$ cat src/rtl/keyboard_controller.sv
// PS/2 keyboard peripheral: folds E0/F0 prefixes into 10-bit key events, queues
// them in a FIFO and exposes DATA/STATUS/POP/CTRL words to the CPU bus.
module keyboard_controller #(
    parameter int DEPTH = 16
) (
    input  logic        clk_in,
    input  logic        rst_in,
    input  logic        scancode_valid_in,
    input  logic [7:0]  scancode_in,
    input  logic [31:0] cpu_addr_in,
    input  logic [31:0] cpu_data_in,
    input  logic [3:0]  cpu_write_enable_in,
    output logic [31:0] cpu_data_out,
    output logic        nonempty_out
);
    localparam int AW = $clog2(DEPTH);
    localparam int CW = $clog2(DEPTH) + 1;

    typedef enum logic [1:0] {IDLE, EXT, REL, EXT_REL} dec_state_e;

    dec_state_e     state_q, state_d;
    logic [AW-1:0]  wr_ptr_q, wr_ptr_d, rd_ptr_q, rd_ptr_d;
    logic [CW-1:0]  count_q, count_d;
    logic           ovf_q, ovf_d;
    logic           en_q, en_d;
    logic [31:0]    rdata_q, rdata_d;
    logic [9:0]     mem_q [DEPTH];

    logic           we, pop_req, ctrl_wr, flush, is_e0, is_f0;
    logic           push, do_push, do_pop, ovf_set, empty, full;
    logic [9:0]     entry;
    logic           unused_bits;

    assign unused_bits = ^{cpu_addr_in[31:4], cpu_addr_in[1:0], cpu_data_in[31:3]};

    always_comb begin
        we      = |cpu_write_enable_in;
        pop_req = we && (cpu_addr_in[3:2] == 2'd2);
        ctrl_wr = we && (cpu_addr_in[3:2] == 2'd3);
        flush   = ctrl_wr && cpu_data_in[1];
        is_e0   = (scancode_in == 8'hE0);
        is_f0   = (scancode_in == 8'hF0);

        state_d = state_q;
        push    = 1'b0;
        entry   = {2'b00, scancode_in};
        // Disabled decoder sits in IDLE so a half-received prefix is dropped.
        if (!en_q) begin
            state_d = IDLE;
        end else if (scancode_valid_in) begin
            case (state_q)
                IDLE: begin
                    if (is_e0)      state_d = EXT;
                    else if (is_f0) state_d = REL;
                    else            push = 1'b1;
                end
                EXT: begin
                    if (is_f0) state_d = EXT_REL;
                    else if (!is_e0) begin
                        push     = 1'b1;
                        entry[8] = 1'b1;
                        state_d  = IDLE;
                    end
                end
                REL: begin
                    if (is_e0) state_d = EXT_REL;
                    else if (!is_f0) begin
                        push     = 1'b1;
                        entry[9] = 1'b1;
                        state_d  = IDLE;
                    end
                end
                default: begin
                    if (!is_e0 && !is_f0) begin
                        push       = 1'b1;
                        entry[9:8] = 2'b11;
                        state_d    = IDLE;
                    end
                end
            endcase
        end

        empty   = (count_q == '0);
        full    = (count_q == CW'(DEPTH));
        // Flush dominates; a pop in the same cycle frees the slot a full-FIFO push needs.
        do_pop  = pop_req && !empty && !flush;
        do_push = push && !flush && (!full || do_pop);
        ovf_set = push && !flush && full && !do_pop;

        wr_ptr_d = flush ? '0 : wr_ptr_q + AW'(do_push);
        rd_ptr_d = flush ? '0 : rd_ptr_q + AW'(do_pop);
        count_d  = flush ? '0 : count_q + CW'(do_push) - CW'(do_pop);
        en_d     = ctrl_wr ? cpu_data_in[0] : en_q;
        ovf_d    = ovf_q;
        if (ctrl_wr && cpu_data_in[2]) ovf_d = 1'b0;
        if (ovf_set)                   ovf_d = 1'b1;

        rdata_d = '0;
        case (cpu_addr_in[3:2])
            2'd0: if (!empty) rdata_d = 32'h8000_0000 | 32'(mem_q[rd_ptr_q]);
            2'd1: begin
                rdata_d[CW-1:0] = count_q;
                rdata_d[8]      = rdata_d[8] | empty;
                rdata_d[9]      = full;
                rdata_d[10]     = ovf_q;
                rdata_d[16]     = en_q;
            end
            2'd3: rdata_d[0] = en_q;
            default: rdata_d = '0;
        endcase
    end

    always_ff @(posedge clk_in or negedge rst_in) begin
        if (!rst_in) begin
            state_q  <= IDLE;
            wr_ptr_q <= '0;
            rd_ptr_q <= '0;
            count_q  <= '0;
            ovf_q    <= 1'b0;
            en_q     <= 1'b1;
            rdata_q  <= '0;
        end else begin
            state_q  <= state_d;
            wr_ptr_q <= wr_ptr_d;
            rd_ptr_q <= rd_ptr_d;
            count_q  <= count_d;
            ovf_q    <= ovf_d;
            en_q     <= en_d;
            rdata_q  <= rdata_d;
        end
    end

    always_ff @(posedge clk_in) begin
        if (do_push) mem_q[wr_ptr_q] <= entry;
    end

    assign cpu_data_out = rdata_q;
    assign nonempty_out = (count_q != '0);
endmodule
$ cat config.mk
export PLATFORM = sky130hd
export DESIGN_NAME = keyboard_controller
export DESIGN_NICKNAME = d
export VERILOG_FILES = /design/src/rtl/keyboard_controller.sv
export SDC_FILE = /design/constraint.sdc
export NUM_CORES = 1
export LEC_CHECK = 0
export ABC_CLOCK_PERIOD_IN_PS = 3400
export BUFFER_PORTS_ARGS = -buffer_cell sky130_fd_sc_hd__buf_2
export CORE_MARGIN = 2
export CORE_UTILIZATION = 59
export CTS_BUF_LIST = sky130_fd_sc_hd__clkbuf_2 sky130_fd_sc_hd__clkbuf_4 sky130_fd_sc_hd__clkbuf_8
export CTS_CLUSTER_SIZE = 25
export DETAILED_ROUTE_END_ITERATION = 12
export GPL_TIMING_DRIVEN = 0
export PLACE_DENSITY_LB_ADDON = 0.1
export SKIP_LAST_GASP = 1
export SLEW_MARGIN = 30
export SYNTH_ARGS = -nofsm -noshare
export SYNTH_HDL_FRONTEND = slang
export SYNTH_SLANG_ARGS = --single-unit
export TNS_END_PERCENT = 100
$ cat constraint.sdc
create_clock -name clk_in -period 3.4 [get_ports clk_in]
set_input_delay 0.34 -clock clk_in [delete_from_list [all_inputs] [get_ports clk_in]]
set_output_delay 0.34 -clock clk_in [all_outputs]
set_load 0.03 [all_outputs]
Yosys cells after proc, flatten, opt, wreduce, memory -nomap -nowiden
Memories as Yosys holds them, arrays and structs flattened.
Cells that the tools add are included.
{"block": "word_totals", "mem_bits_rw": 160, "out_inout_bits": 33, "n_memories": 1, "rom_bits": 0, "wordCells": 90, "latchBits": 0, "regBits": 49}
{"name": "mem_q", "words": 16, "word_bits": 10, "rd": 1, "rd_ports_with_merged_regs": 0, "wr": 1, "line": "27", "source": "logic [9:0] mem_q [DEPTH];"}
{"block": "op_classes", "magnitude_cmp": 0, "div": 0, "bitwise": 0, "mul": 0, "shifts": 0, "eq_ne": 13, "add_sub_neg": 4, "n_reduce_logical": 27, "muxes": 38}
{"operator": "$mux 32", "n": 1}
{"operator": "$mux 2", "n": 12}
{"operator": "$eq 8x8->1 const B", "n": 2}
{"operator": "$mux 15", "n": 1}
{"operator": "$ne 4x4->1 const B", "n": 3}
{"operator": "$logic_and 1x1->1", "n": 11}
{"operator": "$mux 1", "n": 11}
{"operator": "$mux 5", "n": 2}
{"operator": "$add 4x1->4", "n": 2}
{"operator": "$mux 4", "n": 2}
{"operator": "$pmux 1 s2", "n": 4}
{"operator": "$pmux 4 s2", "n": 1}
{"operator": "$eq 2x2->1 const B", "n": 3}
{"operator": "$logic_not 1->1", "n": 6}
{"operator": "$pmux 2 s3", "n": 1}
{"operator": "$pmux 3 s2", "n": 1}
{"operator": "$add 5x1->5", "n": 1}
{"operator": "$eq 5x5->1 const B", "n": 1}
{"operator": "$logic_not 5->1", "n": 1}
{"operator": "$ne 5x1->1 const B", "n": 1}
{"operator": "$reduce_and 5->1", "n": 1}
{"operator": "$reduce_bool 5->1", "n": 1}
{"operator": "$sub 5x1->5", "n": 1}
{"operator": "$eq 2x1->1 const B", "n": 2}
{"operator": "8 further kinds", "n": 10}

Longest topological paths before layout
{"block": "logic_depth", "ltp_word": 12, "depth_mapped": 14, "depth_no_buf": 13}

Least setup slack after synthesis
OpenSTA, ideal clock, no wires.
{"block": "synth_path", "kind": "input -> register", "startpoint": "input port cpu_write_enable_in[1]", "endpoint": "register count_q[4]", "stages": 12, "path_slack_ns": 0.422, "arrival_ns": 2.901, "required_ns": 3.322, "setup_ns": 0.078, "cell_sequence": "o41a_1 -> nand3_1 -> nand3_1 -> buf_2 -> ha_1 -> inv_1 -> ha_1 -> fa_1 -> a21oi_1 -> nor2_1 -> or3_1 -> a21oi_1"}
{"block": "synth_via", "elab_chain_cells": 10}
{"element": "start, declared", "line": "12", "source": "input logic [3:0] cpu_write_enable_in,"}
{"element": "$reduce_or 4->1 (*)", "line": "37", "source": "we = |cpu_write_enable_in;"}
{"element": "$logic_and 1x1->1", "line": "39", "source": "ctrl_wr = we && (cpu_addr_in[3:2] == 2'd3);"}
{"element": "$logic_and 1x1->1", "line": "40", "source": "flush = ctrl_wr && cpu_data_in[1];"}
{"element": "$logic_not 1->1", "line": "86, 87"}
{"element": "$logic_and 1x1->1", "line": "86", "source": "do_pop = pop_req && !empty && !flush;"}
{"element": "$logic_or 1x1->1", "line": "87", "source": "do_push = push && !flush && (!full || do_pop);"}
{"element": "$logic_and 1x1->1", "line": "87"}
{"element": "$add 5x1->5", "line": "92", "source": "count_d = flush ? '0 : count_q + CW'(do_push) - CW'(do_pop);"}
{"element": "$sub 5x1->5", "line": "92"}
{"element": "$mux 5 (*)", "line": "92"}
{"element": "via count_d[4]", "line": "23", "source": "logic [CW-1:0] count_q, count_d;"}
{"element": "end signal, assigned", "line": "126", "source": "count_q <= count_d;"}
{"element": "end, declared", "line": "23"}
Mark *: on every way through the listed nets, which the timed path passes. The rest lies on a longest branch.
A chain may end at the register's enable or synchronous reset.

Final worst setup path
{"block": "layout_path", "startpoint": "register count_q[2]", "endpoint": "register count_q[4]"}
{"block": "layout_via", "elab_chain_cells": 9}
{"element": "$logic_not 5->1", "line": "83", "source": "empty = (count_q == '0);"}
{"element": "$logic_not 1->1"}
{"element": "$logic_and 1x1->1 (2 in series)", "line": "86"}
{"element": "$logic_or 1x1->1", "line": "87"}
{"element": "$logic_and 1x1->1", "line": "87"}
{"element": "$add 5x1->5", "line": "92"}
{"element": "$sub 5x1->5 (*)", "line": "92"}
{"element": "$mux 5 (*)", "line": "92"}
{"element": "via count_d[4]", "line": "23"}
Marks and branches as above.

==> run metrics <==
outcome completed; Async S/R FF share, synth 0.158; FF-to-FF End count_q[4]; core area 0.0132 sq mm; final core occ 0.689; drt drc 0; Clock H-tree levels 4; CTS Root Cell clkbuf_8; layout cells sized above 1 0.320; vias in the first global route 4354; dpl cell area 0.00863 sq mm; total area of sequential cells 0.00556 sq mm; clock-pin slew on the worst setup and hold paths 90 ps; synth warn 0; largest net degree at the start of global routing 31; Clk network pwr share 0.242; critical path arrival 3400 ps; dominant synthesized flop cell edfxtp_1; ANT nets after route 0; internal power 4230 uW; number of diodes 0; final setup vio count 0; synth unique cells 54; Initial Util 0.601; CP max FO 7; Final nets 644; Slew @ Worst Pin 738 ps; Seq/Total Area, Yosys 0.701; clk buf depth 2; max cap viols 0; CTS sink cnt 190; clock latency on the worst-skew pair 470 ps; fmax 332 MHz; number of flops mapped to enable cells by yosys 160; DP Wirelength 11700 microns; vias 4342; Relative slew margins 0.508; Setup CP Type register to register; CTS tree built; Filler cells 904; Port Buffers 33; WHS 104 ps; crit path launch type register; Die Width 120 microns; Final Skew 13.0 ps; Final Max Slew Viols 0; Final Cell Area 0.00909 sq mm; Critical Path RT 3790 ps; full die area 0.0144 sq mm; TritonRoute pass-1 iters 4; first-pass GRT wire length 25200 microns; multi-input logic area 0.00226 sq mm; R2R setup slack 390 ps; Overflow after GRT 0; drt wl/cell 21.9 microns; Worst Setup EP count_q[4]; Hold WC Path Type input port to register; vias per inst 5.88; switching power 1930 uW; final hold violations 0; leakage power 0.00329 uW; Die H 120 microns; part of the power in registers 0.460; Crit. End Element register; Tmin final 3010 ps; io pins 112; Reg-to-Reg Start count_q[2]; RSZ-0062 raised after global routing false; total CTS buffers 17; final wirelength 16200 microns; initial antenna violation count 0; crit path launch count_q[2]; Cells after Synth 451; Total GRT Usage 0.247; Power Dens Cells 677 mW/mm^2; Reg2Reg Depth 12; Net Sw Frac 0.313; Post-Syn Area per Cell 17.6 sq um; Comb power frac 0.298; setup_tns 0 ps; VDD IR-drop max 0.350 mV; gpl congestion 0.862; Iter 0 DRT Violations 324; Final period util 0.886; area delta synth->final 14.8%; #FFs+latches synth 190; std cell rows 42; area of the mapped netlist 0.00792 sq mm
layout by cell type (no fill, tap or decap), types with 5 or more instances in the layout:
| cell | count |
|---|---|
| a21oi_1 | 5 |
| a22oi_1 | 6 |
| and2_1 | 9 |
| buf_2 | 56 |
| buf_4 | 31 |
| clkbuf_8 | 19 |
| conb_1 | 19 |
| dfrtp_1 | 29 |
| edfxtp_1 | 160 |
| ha_1 | 14 |
| inv_1 | 11 |
| mux2i_1 | 26 |
| mux4_2 | 33 |
| nand2_1 | 15 |
| nand2b_1 | 7 |
| nand3_1 | 5 |
| nor2_1 | 12 |
| nor3_1 | 5 |
| nor3_2 | 9 |
| nor4_2 | 6 |
| o211ai_1 | 8 |
| xnor2_1 | 5 |
stage by stage:
stage               instances  total power, uW  setup slack, ps
CTS                       736             6190             24.8
detailed placement        703             4710             -462
floorplan                 469             4170              422
global placement          678             4620             -873
finish                    739             6160              387
global route              739             6450              118
flip-flops by register name (all words and copies together) (netlist names):
signal	cells
count_q	5
cpu_data_out	13
en_q	1
mem_q	160
ovf_q	1
rd_ptr_q	4
state_q	2
wr_ptr_q	4
power by group through the flow:
stage	clock network, uW	logic [uW]	registers [uW]
after global routing	1600	1990	2860
after detailed placement	0	1830	2880
after global placement	0	1760	2860
final	1490	1830	2830
after floorplan	0	1250	2910
after CTS	1520	1850	2830
critical path, cell delays in order (launching register included):
cell,delay [ps]
dfrtp_1,440
inv_1,100
ha_1,180
nor4b_4,410
nor3_1,150
ha_1,320
inv_1,40
ha_1,200
fa_1,410
a21oi_1,160
nor2_1,70
or3_1,330
a21oi_1,140
Yosys cell counts, drive strengths merged (2+ instances only):
cell	number	area [sq um]
xor2	3	26.3
buf	33	226
a21oi	5	25.0
a211oi	2	15.0
nand3	6	30.0
nand2b	7	43.8
and2	9	56.3
nor4b	2	23.8
nor3	14	70.1
o21a	4	30.0
mux2	4	45.0
edfxtp	160	4800
nor2b	2	12.5
ha	14	175
nor2	12	45.0
o22ai	4	25.0
or3	3	18.8
dfrtp	29	726
nor4	8	50.1
mux4	33	743
a22oi	6	45.0
mux2i	26	260
inv	11	41.3
xnor2	5	43.8
nand2	15	56.3
o211ai	8	60.1
clkbuf	4	15.0
cells by family after synthesis:
kind of cell / share of synthesized area
xor gates and xnor gates: 0.00884
adders and majority gates: 0.0246
muxes: 0.132
AOI/OAI and AO/OA: 0.0387
and+or+nand+nor: 0.0580
buffers and inverters: 0.0357
DFF: 0.701
other: 0.000473
per-layer routing:
layer  wire [microns]  vias up  track usage
li1                 -     1934            -
met1             6710     2214        0.327
met2             8050      166        0.406
met3             1030       28       0.0518
met4              405        0       0.0956
met5                0        -            0
area by class of cell:
type                            instances  share of cell area
Buffer                                 36              0.0260
Clock buffer                           21              0.0304
Clock inverter                         11              0.0143
Inverter                               11             0.00454
Multi-Input combinational cell        231               0.249
Sequential cell                       190               0.611
Tap cell                              176              0.0242
Timing Repair Buffer                   63              0.0406
timing repair:
item                                   in CTS  in global routing
gates cloned                                0                  0
endpoints found under the hold margin      29                  0
hold buffers                                1                  0
pin swaps                                   0                  1
setup buffers                               0                  4
setup endpoints to repair                   1                  1
resized for setup                           2                  1
worst min path at each step:
stage,startpoint,endpoint,slack (ps),depth (start not counted)
after global placement,rst_in,cpu_data_out[3],430,1
after CTS,cpu_data_in[0],en_q,80,2
after detailed placement,rst_in,count_q[1],450,1
after floorplan,rst_in,count_q[0],40,0
final,cpu_data_in[0],en_q,100,2
after global routing,cpu_data_in[0],en_q,90,2
No activity file was read; power rests on OpenSTA's default activity.
